**src/rtl/uart_pkg.sv**
```systemverilog
// uart_pkg: shared types, defaults and parity helper for the UART receiver.
// Contents:
//   UART_OVERSAMPLE / UART_DATA_BITS  default parameter values
//   uart_rx_state_t                   receiver FSM state encoding
//   parity()                          expected parity bit for a data word
package uart_pkg;

    localparam int UART_OVERSAMPLE = 16;
    localparam int UART_DATA_BITS  = 8;

    typedef enum logic [2:0] {
        IDLE,
        START,
        DATA,
        PARITY,
        STOP,
        DELIVER,
        BREAK
    } uart_rx_state_t;

    // Narrower words are zero-extended by the caller, which leaves the XOR unchanged.
    function automatic logic parity(input logic [8:0] data, input logic odd_sel);
        return (^data) ^ odd_sel;
    endfunction

endpackage

```
**src/rtl/uart_rx_sampler.sv**
```systemverilog
// uart_rx_sampler: 2-flop synchroniser and 3-sample mid-bit majority vote.
// Ports:
//   clk, rst     system clock, synchronous active-low reset
//   rx           asynchronous serial line
//   os_tick      oversampling tick
//   sample_cnt   current tick count within the bit
//   rx_s         synchronised line
//   vote         majority of samples at MID-1, MID and the live MID+1 sample
module uart_rx_sampler
    import uart_pkg::*;
#(
    parameter int OVERSAMPLE = UART_OVERSAMPLE
) (
    input  logic                          clk,
    input  logic                          rst,
    input  logic                          rx,
    input  logic                          os_tick,
    input  logic [$clog2(OVERSAMPLE)-1:0] sample_cnt,
    output logic                          rx_s,
    output logic                          vote
);

    localparam int CW = $clog2(OVERSAMPLE);
    localparam logic [CW-1:0] MID_M = CW'(OVERSAMPLE / 2 - 1);
    localparam logic [CW-1:0] MID   = CW'(OVERSAMPLE / 2);

    logic s1, s2, a, b;

    always_ff @(posedge clk) begin
        if (!rst) begin
            s1 <= 1'b1;
            s2 <= 1'b1;
            a  <= 1'b1;
            b  <= 1'b1;
        end else begin
            s1 <= rx;
            s2 <= s1;
            if (os_tick && sample_cnt == MID_M) a <= s2;
            if (os_tick && sample_cnt == MID)   b <= s2;
        end
    end

    assign rx_s = s2;
    // The third sample is taken live, so the vote is final on the MID+1 tick.
    assign vote = (a & b) | (a & s2) | (b & s2);

endmodule

```
**src/rtl/uart_rx_os.sv**
```systemverilog
// uart_rx_os: oversampling UART receiver with valid/ready output and error flags.
// Ports:
//   clk, rst      system clock, synchronous active-low reset
//   os_tick       one-clk pulse at OVERSAMPLE x baud
//   rx            asynchronous serial line, idle high
//   rx_data       received word, stable while rx_valid is high
//   rx_valid      word available, held until accepted
//   rx_ready      consumer accept
//   frame_err     pulse: stop bit sampled low
//   parity_err    pulse: parity mismatch
//   overrun       pulse: good frame dropped because the holding register was full
//   busy          FSM not in IDLE
module uart_rx_os
    import uart_pkg::*;
#(
    parameter int DATA_BITS  = UART_DATA_BITS,
    parameter int OVERSAMPLE = UART_OVERSAMPLE,
    parameter int PARITY_EN  = 0,
    parameter int PARITY_ODD = 0,
    parameter int STOP_BITS  = 1
) (
    input  logic                 clk,
    input  logic                 rst,
    input  logic                 os_tick,
    input  logic                 rx,
    output logic [DATA_BITS-1:0] rx_data,
    output logic                 rx_valid,
    input  logic                 rx_ready,
    output logic                 frame_err,
    output logic                 parity_err,
    output logic                 overrun,
    output logic                 busy
);

    localparam int CW = $clog2(OVERSAMPLE);
    localparam int BW = $clog2(DATA_BITS + 1);
    localparam logic [CW-1:0] LAST    = CW'(OVERSAMPLE - 1);
    localparam logic [CW-1:0] VOTE_AT = CW'(OVERSAMPLE / 2 + 1);

    uart_rx_state_t       state;
    logic [CW-1:0]        cnt;
    logic [BW-1:0]        bit_cnt;
    logic [DATA_BITS-1:0] shreg;
    logic                 perr;
    logic                 rx_s, vote;
    logic                 vote_tick, end_tick;

    uart_rx_sampler #(.OVERSAMPLE(OVERSAMPLE)) u_sampler (
        .clk        (clk),
        .rst        (rst),
        .rx         (rx),
        .os_tick    (os_tick),
        .sample_cnt (cnt),
        .rx_s       (rx_s),
        .vote       (vote)
    );

    assign vote_tick = os_tick && cnt == VOTE_AT;
    assign end_tick  = os_tick && cnt == LAST;
    assign busy      = state != IDLE;

    // Later assignments to cnt/rx_valid in the case arms override the defaults above them.
    always_ff @(posedge clk) begin
        if (!rst) begin
            state      <= IDLE;
            cnt        <= '0;
            bit_cnt    <= '0;
            shreg      <= '0;
            perr       <= 1'b0;
            rx_data    <= '0;
            rx_valid   <= 1'b0;
            frame_err  <= 1'b0;
            parity_err <= 1'b0;
            overrun    <= 1'b0;
        end else begin
            frame_err  <= 1'b0;
            parity_err <= 1'b0;
            overrun    <= 1'b0;
            if (os_tick) cnt <= (cnt == LAST) ? '0 : cnt + 1'b1;
            if (rx_valid && rx_ready) rx_valid <= 1'b0;
            case (state)
                IDLE: begin
                    if (!rx_s) begin
                        state <= START;
                        cnt   <= '0;
                    end
                end
                START: begin
                    if (vote_tick && vote) begin
                        state <= IDLE;
                        cnt   <= '0;
                    end else if (end_tick) begin
                        state   <= DATA;
                        cnt     <= '0;
                        bit_cnt <= '0;
                        perr    <= 1'b0;
                    end
                end
                DATA: begin
                    if (vote_tick) begin
                        shreg   <= {vote, shreg[DATA_BITS-1:1]};
                        bit_cnt <= bit_cnt + 1'b1;
                    end
                    if (end_tick && bit_cnt == BW'(DATA_BITS)) begin
                        state   <= (PARITY_EN != 0) ? PARITY : STOP;
                        cnt     <= '0;
                        bit_cnt <= '0;
                    end
                end
                PARITY: begin
                    if (vote_tick) perr <= vote != parity(9'(shreg), PARITY_ODD != 0);
                    if (end_tick) begin
                        state <= STOP;
                        cnt   <= '0;
                    end
                end
                STOP: begin
                    // The final stop bit hands over at its mid-point so the next start edge is not missed.
                    if (vote_tick) begin
                        if (!vote) begin
                            frame_err <= 1'b1;
                            state     <= BREAK;
                            cnt       <= '0;
                        end else if (bit_cnt == BW'(STOP_BITS - 1)) begin
                            state <= DELIVER;
                            cnt   <= '0;
                        end
                    end else if (end_tick) begin
                        bit_cnt <= bit_cnt + 1'b1;
                    end
                end
                DELIVER: begin
                    state <= IDLE;
                    cnt   <= '0;
                    if (perr) begin
                        parity_err <= 1'b1;
                    end else if (rx_valid && !rx_ready) begin
                        overrun <= 1'b1;
                    end else begin
                        rx_data  <= shreg;
                        rx_valid <= 1'b1;
                    end
                end
                BREAK: begin
                    if (rx_s) begin
                        state <= IDLE;
                        cnt   <= '0;
                    end
                end
                default: begin
                    state <= IDLE;
                    cnt   <= '0;
                end
            endcase
        end
    end

endmodule

```
**config.mk**
```make
export PLATFORM = sky130hd
export DESIGN_NAME = uart_rx_os
export DESIGN_NICKNAME = d
export VERILOG_FILES = /design/src/rtl/uart_pkg.sv /design/src/rtl/uart_rx_sampler.sv /design/src/rtl/uart_rx_os.sv
export SDC_FILE = /design/constraint.sdc
export NUM_CORES = 1
export LEC_CHECK = 0
export BUFFER_PORTS_ARGS = -buffer_cell sky130_fd_sc_hd__buf_2
export CAP_MARGIN = 10
export CORE_UTILIZATION = 58
export CTS_CLUSTER_DIAMETER = 150
export DETAILED_ROUTE_END_ITERATION = 12
export PLACE_DENSITY = 0.86
export SYNTH_ARGS = -nofsm -noshare
export SYNTH_HDL_FRONTEND = slang
export SYNTH_HIERARCHICAL = 1
export SYNTH_SLANG_ARGS = --single-unit
```
**constraint.sdc**
```tcl
create_clock -name clk -period 1.9 [get_ports clk]
set_input_delay 0.57 -clock clk [delete_from_list [all_inputs] [get_ports clk]]
set_output_delay 0.57 -clock clk [all_outputs]
set_load 0.005 [all_outputs]
```
==> results of run 1 <==
==> logic make-up (layout without fill, tap and decap cells) <==
group	after synthesis	after routing	synth area share (%)
DFF	36	36	39.4
buffers and inverters	17	44	5.13
and+or+nand+nor	87	87	26.0
AOI/OAI and AO/OA	42	42	16.0
muxes	9	9	4.92
adders and majority gates	5	5	3.28
xor gates and xnor gates	11	11	5.27
==> sequential cells by signal (all words and copies together), names as in the netlist, 3 cells and up <==
register and cells:
rx_data 8, bit_cnt 4, state 3, cnt 4
shreg 8
==> cells in the mapped netlist (all sizes together) (3+ instances only) <==
cell / instances / area, sq um
dfxtp: 36 / 721
nor2: 23 / 86.3
nand2: 18 / 70.1
a21oi: 16 / 80.1
nand3: 14 / 70.1
mux2i: 9 / 90.1
xnor2: 9 / 78.8
buf: 7 / 46.3
o21ai: 7 / 38.8
nand2b: 6 / 37.5
nand3b: 6 / 45.0
clkbuf: 5 / 28.8
inv: 5 / 18.8
a211oi: 4 / 52.6
ha: 4 / 50.1
nand4: 4 / 25.0
nor3b: 3 / 22.5
==> metal layers <==
layer,global-route usage [%],vias up,share of wire (%)
li1,-,783,-
met1,29.0,737,46
met2,39.9,39,48
met3,6.03,6,4.2
met4,9.18,0,1.5
met5,0,-,0
==> layout make-up <==
| type | count | area (sq um) | share of cell area (%) |
|---|---|---|---|
| multi-input combinational | 154 | 1020 | 49.5 |
| sequential | 36 | 723 | 35.0 |
| timing repair buffer | 31 | 190 | 9.20 |
| tap | 44 | 55.1 | 2.66 |
| clock buffer | 5 | 37.5 | 1.82 |
| clock inverter | 3 | 18.8 | 0.908 |
| inverter | 5 | 18.8 | 0.908 |
==> power breakdown <==
group / internal (mW) / switching (mW)
clock: 0.142 / 0.262
combinational: 0.0309 / 0.0423
sequential: 0.762 / 0.00859
==> path summary, 6_finish.rpt <==
check	start	to
setup / recovery	state[0]	busy
hold / removal	rx	u_sampler/s1
setup reg to reg	bit_cnt[0]	state[1]
hold reg to reg	u_sampler/s1	u_sampler/rx_s
==> timing repair <==
action,in CTS,in global routing
setup endpoints to repair,1,5
pin swaps,0,3
hold buffers,0,0
resized for setup,1,4
endpoints found under the hold margin,0,0
==> metrics.cfg, run 1 <==
[pwr]
p_per_area_nw_per_um2=604
leakagePower_nw=0.848
peakVddDrop_mv=0.346
total_power_mw=1.25

[cells_and_area]
fin_area_sq_um=2070
fillers=272
instances_no_fill=278
finalCoreUtilization_pct=68.3
mostFrequentLayoutCells=dfxtp_1 (34), nor2_1 (23), nand2_1 (17), buf_2 (17), a21oi_1 (16)
antenna_cells=0
nets=242
final_common_cell=dfxtp_1
syn_to_final_growth_pct=13.0
drive_gt1_share_pct=23.1

[synth]
synth_warnings=6
synthCells=207
synth_edf_count=0
seq_area_frac_synth_pct=39.4
synth-seq-cells=36
async_flop_share_pct=0
syn_avg_cell_area_sq_um=8.84
synth_nets=216
ys.flop_type=dfxtp_1
mappedNetlistArea_sq_um=1830
ys_types=50

[critical_path]
reg2regPathDepth=7
crit_path_start_kind=register
path_cells=or3_1 -> buf_2
critPathRequiredTime_ns=1.33
cpMaxStageDelayCell=dfxtp_2
endpoint_kind=output pin
critPathMaxFanout=13
path_depth=2
critPathMaxStageDelay_ns=0.40
cp_top_family=flip-flops
critical_path_buf_inv_count=1
crit_arrival_ns=1.27
criticalPathCategory=register to output pin
r2r_slack_ns=0.10

[floorplanning]
core.rowCount=20
start_util_pct=60.4
die_w_um=58.2
die-area_sq_um=3380
chipHeight_um=58.2
core_region_area_sq_um=3030
io_pins=18

[grt]
grt_pass1_vias=1418
grtUsageTotal_pct=23.7
antenna_found_initial=0
overflow=0
grt_max_degree=24
grt_first_pass_wirelength_um=6130

[timing]
finalMaxSlewViolations=0
maxSlewHeadroom_pct=68.0
hold_ws_ns=0.402
tightest_slew_ns=0.476
rsz0062_at_grt=false
fin_ws_ns=0.0615
fmax_mhz=544
setup_viol=0
finalCritPeriodShare_pct=96.8
fin_crit_ns=1.84
setup_tns_ns=0
fin_skew_ns=0.00469
finalHoldViolations=0

[detailed_routing]
num_vias=1565
drc_errors=0
drtIter0Drc=57
viasPerCell=5.63
wl_per_cell_um=13.1
ant_nets=0
wirelength_um=3640
first_pass_iters=4

[clock_tree]
clockRootBuffer=clkbuf_4
cts_tree=built
clkTransAtPathRegs_ns=0.11
clkLatencyLatePin_ns=0.34
postCtsSetupBuffers=0
cts.sink_count=36
cts.path.max_buffers=2
cts_buffers=5
htreeDepth=2

[placement]
place_inst=270
dpl.hpwl_um=2660
placed_area_sq_um=2000
portBuffers=17
place.gp.congestion=0.839
dp_slack_ns=0.0843

[job]
cap_violations=0

[status]
status=finished, final reports clean

[worst_hold_path]
min_path_type=primary input to register
min_path_cells=2

Note: power is estimated with default switching activity, not from simulation.
==> run 2, diff against run 1 <==
--- a/config.mk
+++ b/config.mk
@@ -12,4 +12,5 @@
 export DETAILED_ROUTE_END_ITERATION = 12
 export PLACE_DENSITY = 0.86
+export SKIP_LAST_GASP = 1
 export SYNTH_ARGS = -nofsm -noshare
 export SYNTH_HDL_FRONTEND = slang
==> constraint.sdc (replaced) <==
create_clock -name clk -period 1.9 [get_ports clk]
set_input_delay 0.57 -clock clk [delete_from_list [all_inputs] [get_ports clk]]
set_output_delay 0.57 -clock clk [all_outputs]
set_load 0.02 [all_outputs]
==> run 2 against run 1 <==
Maximum frequency shrank 1.3%. Critical path type unchanged. Combinational power rose by 0.8%. Final area up 0.12%. Largest power group unchanged. Global-route usage unchanged. Register-to-register slack about the same. Flip-flop and latch count is the same. Clock power hardly changed. Sequential power is essentially flat. Cell count is the same.
==> metrics.cfg, run 2 (synthesized netlist as in run 1, its figures left out) <==
[status]
status=finished, final reports clean

[floorplanning]
core.rowCount=20  ; unchanged
die-area_sq_um=3380  ; unchanged
core_region_area_sq_um=3030  ; unchanged
chipHeight_um=58.2  ; unchanged
io_pins=18  ; unchanged
start_util_pct=60.4  ; unchanged
die_w_um=58.2  ; unchanged

[cells_and_area]
finalCoreUtilization_pct=68.3  ; +0.083 points
antenna_cells=0  ; unchanged
reg_top3=rx_data (8), shreg (8)
instances_no_fill=278  ; unchanged
nets=242  ; unchanged
final_common_cell=dfxtp_1
drive_gt1_share_pct=23.1  ; unchanged
mostFrequentLayoutCells=dfxtp_1 (34), nor2_1 (23), nand2_1 (17), buf_2 (17), a21oi_1 (16)
syn_to_final_growth_pct=13.1

[critical_path]
endpoint_kind=output pin
critPathMaxStageDelay_ns=0.40  ; about the same
critPathRequiredTime_ns=1.33  ; about the same
cpMaxStageDelayCell=dfxtp_4
path_cells=or3_1 -> buf_2
reg2regPathDepth=7  ; unchanged
criticalPathCategory=register to output pin
cp_top_family=flip-flops
crit_path_start_kind=register
path_depth=2  ; unchanged
crit_arrival_ns=1.29  ; +0.02 ns
critPathMaxFanout=13  ; unchanged
critical_path_buf_inv_count=1  ; unchanged

[grt]
grt_first_pass_wirelength_um=6130  ; unchanged
grt_pass1_vias=1418  ; unchanged
antenna_found_initial=0  ; unchanged
overflow=0  ; unchanged
grt_max_degree=24  ; unchanged
grtUsageTotal_pct=23.7  ; unchanged

[timing]
finalMaxSlewViolations=0  ; unchanged
fin_crit_ns=1.86  ; +0.0233 ns
setup_viol=0  ; unchanged
fin_ws_ns=0.0382  ; -0.0233 ns
rsz0062_at_grt=false
tightest_slew_ns=0.477  ; +0.000844 ns
hold_ws_ns=0.398  ; -0.00406 ns
setup_tns_ns=0  ; unchanged
finalHoldViolations=0  ; unchanged
maxSlewHeadroom_pct=68.0  ; about the same
fmax_mhz=537  ; -1.3%
finalCritPeriodShare_pct=98.0  ; +1.2 points
fin_skew_ns=0.00498  ; +0.000292 ns

[placement]
portBuffers=17  ; unchanged
dp_slack_ns=0.0843  ; unchanged
place_inst=270  ; unchanged
dpl.hpwl_um=2660  ; unchanged
place.gp.congestion=0.839  ; unchanged

[pwr]
leakagePower_nw=0.848  ; about the same
peakVddDrop_mv=0.351  ; +1.7%
p_per_area_nw_per_um2=604  ; about the same

[job]
cap_violations=0  ; unchanged

[worst_hold_path]
min_path_type=primary input to register
min_path_cells=2  ; unchanged

[detailed_routing]
ant_nets=0  ; unchanged
drtIter0Drc=57  ; unchanged
drc_errors=0  ; unchanged
wl_per_cell_um=13.1  ; about the same
wirelength_um=3640  ; about the same
viasPerCell=5.62  ; -0.19%
first_pass_iters=4  ; unchanged
num_vias=1562  ; -0.19%

[clock_tree]
cts.path.max_buffers=2  ; unchanged
cts.sink_count=36  ; unchanged
clkLatencyLatePin_ns=0.34  ; about the same
clkTransAtPathRegs_ns=0.11  ; about the same
postCtsSetupBuffers=0  ; unchanged
htreeDepth=2  ; unchanged
cts_tree=built
cts_buffers=5  ; unchanged
clockRootBuffer=clkbuf_4

==> run 2: cell counts in the layout (fill, tap and decap cells not counted) <==
Identical to the previous run, type by type.
==> run 2: worst paths after layout <==
| kind | slack, ns | startpoint | endpoint |
|---|---|---|---|
| setup / recovery | 0.04 | state[0] | busy |
| hold / removal | 0.40 | rx | u_sampler/s1 |
| setup reg to reg | 0.09 | bit_cnt[0] | state[1] |
| hold reg to reg | 0.42 | u_sampler/s1 | u_sampler/rx_s |
==> run 2: power breakdown <==
group / total, mW / switching (mW) / internal (mW)
combinational: 0.0738 / 0.0429 / 0.0309
sequential: 0.770 / 0.00861 / 0.761
clock: 0.406 / 0.264 / 0.142
==> run 2: repair_timing <==
item / in CTS / in global routing
hold buffers: 0 / 0
gates resized for setup: 1 / 5
endpoints found under the setup margin: 1 / 5
endpoints found under the hold margin: 0 / 0
pin swaps: 0 / 4
cloned: 0 / 0
==> run 2: layout make-up <==
cell class	count	area [sq um]
timing repair buffer	31	190
multi-input combinational	154	1020
fill	270	958
clock inverter	3	18.8
clock buffer	5	37.5
tap	44	55.1
sequential	36	726
inverter	5	18.8
==> run 2: routing by layer <==
metal,GRT usage [%],vias up,wire [um]
met4,9.18,0,55
met1,29.0,734,1680
met2,39.9,37,1760
met3,6.03,6,142
met5,0,-,0
li1,-,785,-
==> run 2: stage by stage <==
stage | power (mW) | area, sq um
3_5_place_dp | 0.861 | 2000
5_1_grt | 1.30 | 2070
6_report | 1.25 | 2070
2_1_floorplan | 0.835 | 1830
4_1_cts | 1.26 | 2060
3_3_place_gp | 0.858 | 2000
==> run 3, diff against run 2 <==
CELL_PAD_IN_SITES_DETAIL_PLACEMENT = 1   (was unset)
CELL_PAD_IN_SITES_GLOBAL_PLACEMENT = 1   (was unset)
CORE_UTILIZATION = 44   (was 58)
==> run 3 against run 2 <==
Via count grew 1.1%. Critical path depth unchanged. Clock power is 34% higher. Flip-flop and latch count unchanged. Power is 12% higher. Critical path type unchanged.
==> metrics.cfg, run 3 (synthesized netlist as in run 1, its figures left out) <==
[status]
status=finished, final reports clean

[timing]
fin_crit_ns=1.83  ; -0.0367 ns
setup_tns_ns=0  ; unchanged
maxSlewHeadroom_pct=69.7  ; +1.7 points
finalMaxSlewViolations=0  ; unchanged
finalHoldViolations=0  ; unchanged
setup_viol=0  ; unchanged
tightest_slew_ns=0.455  ; -0.0218 ns
finalCritPeriodShare_pct=96.1  ; -1.9 points
rsz0062_at_grt=false
fin_skew_ns=0.00542  ; +0.000440 ns
fmax_mhz=548  ; +2.0%
hold_ws_ns=0.429  ; +0.0313 ns

[cells_and_area]
syn_to_final_growth_pct=17.0
reg_top3=rx_data (8), shreg (8)
register_area_sq_um=724  ; -0.17%
multiInputGateArea_sq_um=1040  ; +1.8%
nets=244  ; +0.83%
instances_no_fill=286  ; +2.9%
final_common_cell=dfxtp_1
antenna_cells=0  ; unchanged
fillers=491  ; +82%
mostFrequentLayoutCells=dfxtp_1 (33), nor2_1 (23), nand2_1 (17), buf_2 (17)
drive_gt1_share_pct=25.4  ; +2.3 points

[clock_tree]
postCtsSetupBuffers=0  ; unchanged
clkTransAtPathRegs_ns=0.08  ; -0.03 ns
hold_buffers=0  ; unchanged
clkLatencyLatePin_ns=0.29  ; -0.05 ns
clockRootBuffer=clkbuf_8
cts_tree=built
htreeDepth=2  ; unchanged
cts.path.max_buffers=2  ; unchanged
cts_buffers=5  ; unchanged
cts.sink_count=36  ; unchanged

[floorplanning]
die-area_sq_um=4420  ; +31%
core_region_area_sq_um=4000  ; +32%
die_w_um=66.5  ; +14%
core.rowCount=23  ; +15%
chipHeight_um=66.5  ; +14%
start_util_pct=45.7  ; -15 points
io_pins=18  ; unchanged

[pwr]
leakagePower_nw=0.882  ; +3.9%
pwr-share-clk_pct=39.1  ; +6.6 points
p_int_mw=1.05  ; +12%
p_seq_share_pct=55.3  ; -6.3 points
sw_frac_of_total_pct=24.9  ; -0.38 points
pwr-share-comb_pct=5.6  ; -0.3 points
p_per_area_nw_per_um2=653  ; +8.1%
p_sw_mw=0.348  ; +10%
peakVddDrop_mv=0.347  ; -1.2%

[critical_path]
crit_path_start_kind=register
critPathRequiredTime_ns=1.33  ; about the same
cpMaxStageDelayCell=dfxtp_2
critPathMaxStageDelay_ns=0.40  ; about the same
critPathMaxFanout=13  ; unchanged
crit_arrival_ns=1.26  ; -0.03 ns
r2r-start=bit_cnt[0]
r2r_slack_ns=0.11  ; +0.02 ns
criticalPathCategory=register to output pin
critical_path.endpoint=busy
r2r_end=state[1]
endpoint_kind=output pin
cp-startpoint=state[0]
path_cells=or3_1 -> buf_2
reg2regPathDepth=7  ; unchanged

[detailed_routing]
viasPerCell=5.52  ; -1.7%
drc_errors=0  ; unchanged
ant_nets=0  ; unchanged
drtIter0Drc=43  ; -25%
wl_per_cell_um=15.8  ; +21%
wirelength_um=4530  ; +25%
first_pass_iters=4  ; unchanged
num_vias=1579  ; +1.1%

[worst_hold_path]
min_path_type=register to register

[grt]
gr-usage-met2_pct=36.5  ; -3.4 points
gr-usage-met1_pct=26.1  ; -2.9 points
grt_first_pass_wirelength_um=7260  ; +18%
overflow=0  ; unchanged
grtUsageTotal_pct=22.3  ; -1.4 points
met3_usage_pct=6.51  ; +0.48 points
grt_max_degree=24  ; unchanged
busiest_layer=met2
antenna_found_initial=0  ; unchanged
grt_pass1_vias=1515  ; +6.8%

[placement]
dpl.hpwl_um=3270  ; +23%
place_inst=278  ; +3.0%
portBuffers=17  ; unchanged
place.gp.congestion=0.880  ; +4.9%

[job]
cap_violations=0  ; unchanged

-- run 3: worst min path at each step --
stage | startpoint | slack (ns) | to | depth (start not counted)
after global placement | u_sampler/s1 | 0.39 | u_sampler/rx_s | 1
final | u_sampler/s1 | 0.43 | u_sampler/rx_s | 1
after floorplan | u_sampler/s1 | 0.39 | u_sampler/rx_s | 1
after global routing | u_sampler/s1 | 0.44 | u_sampler/rx_s | 1
after detailed placement | u_sampler/s1 | 0.41 | u_sampler/rx_s | 1
after CTS | u_sampler/s1 | 0.43 | u_sampler/rx_s | 1
-- run 3: layout make-up --
class,instances,share of cell area [%]
clock buffer,5,3.21
inverter,5,0.877
multi-input combinational,154,48.7
timing repair buffer,33,9.59
sequential,36,33.8
tap,50,2.92
clock inverter,3,0.877
-- run 3: metal layers --
metal / part of all wire [%] / vias to the layer above
li1: - / 783
met1: 45 / 754
met2: 49 / 28
met3: 3.3 / 14
met4: 3.0 / 0
met5: 0 / -
-- run 3: worst max-delay path: cells and delay by family (launching register included) --
kind | cells | cell delay, ns
buffers and inverters | 1 | 0.17
DFF | 1 | 0.40
and+or+nand+nor | 1 | 0.39
-- run 3: what timing repair did --
action	in CTS	in global routing
endpoints found under the setup margin	2	7
pin swaps	0	4
gates resized for setup	2	9
-- run 3: metrics by stage --
stage | util (%) | cell area (sq um) | setup slack, ns | power, mW
3_5_place_dp | 50.5 | 2020 | -0.0333 | 0.865
4_1_cts | 52.9 | 2120 | 0.00268 | 1.41
5_1_grt | 53.5 | 2140 | 0.0115 | 1.46
2_1_floorplan | - | 1830 | 0.144 | 0.835
3_3_place_gp | 50.5 | 2020 | 0.0534 | 0.861
6_report | 53.5 | 2140 | 0.0748 | 1.40
-- run 3: power by group through the flow --
stage	sequential, mW	clock, mW	combinational, mW
floorplan	0.790	0	0.0447
global placement	0.789	0	0.0723
detailed placement	0.790	0	0.0756
CTS	0.772	0.563	0.0769
global route	0.774	0.598	0.0856
finish	0.773	0.546	0.0782
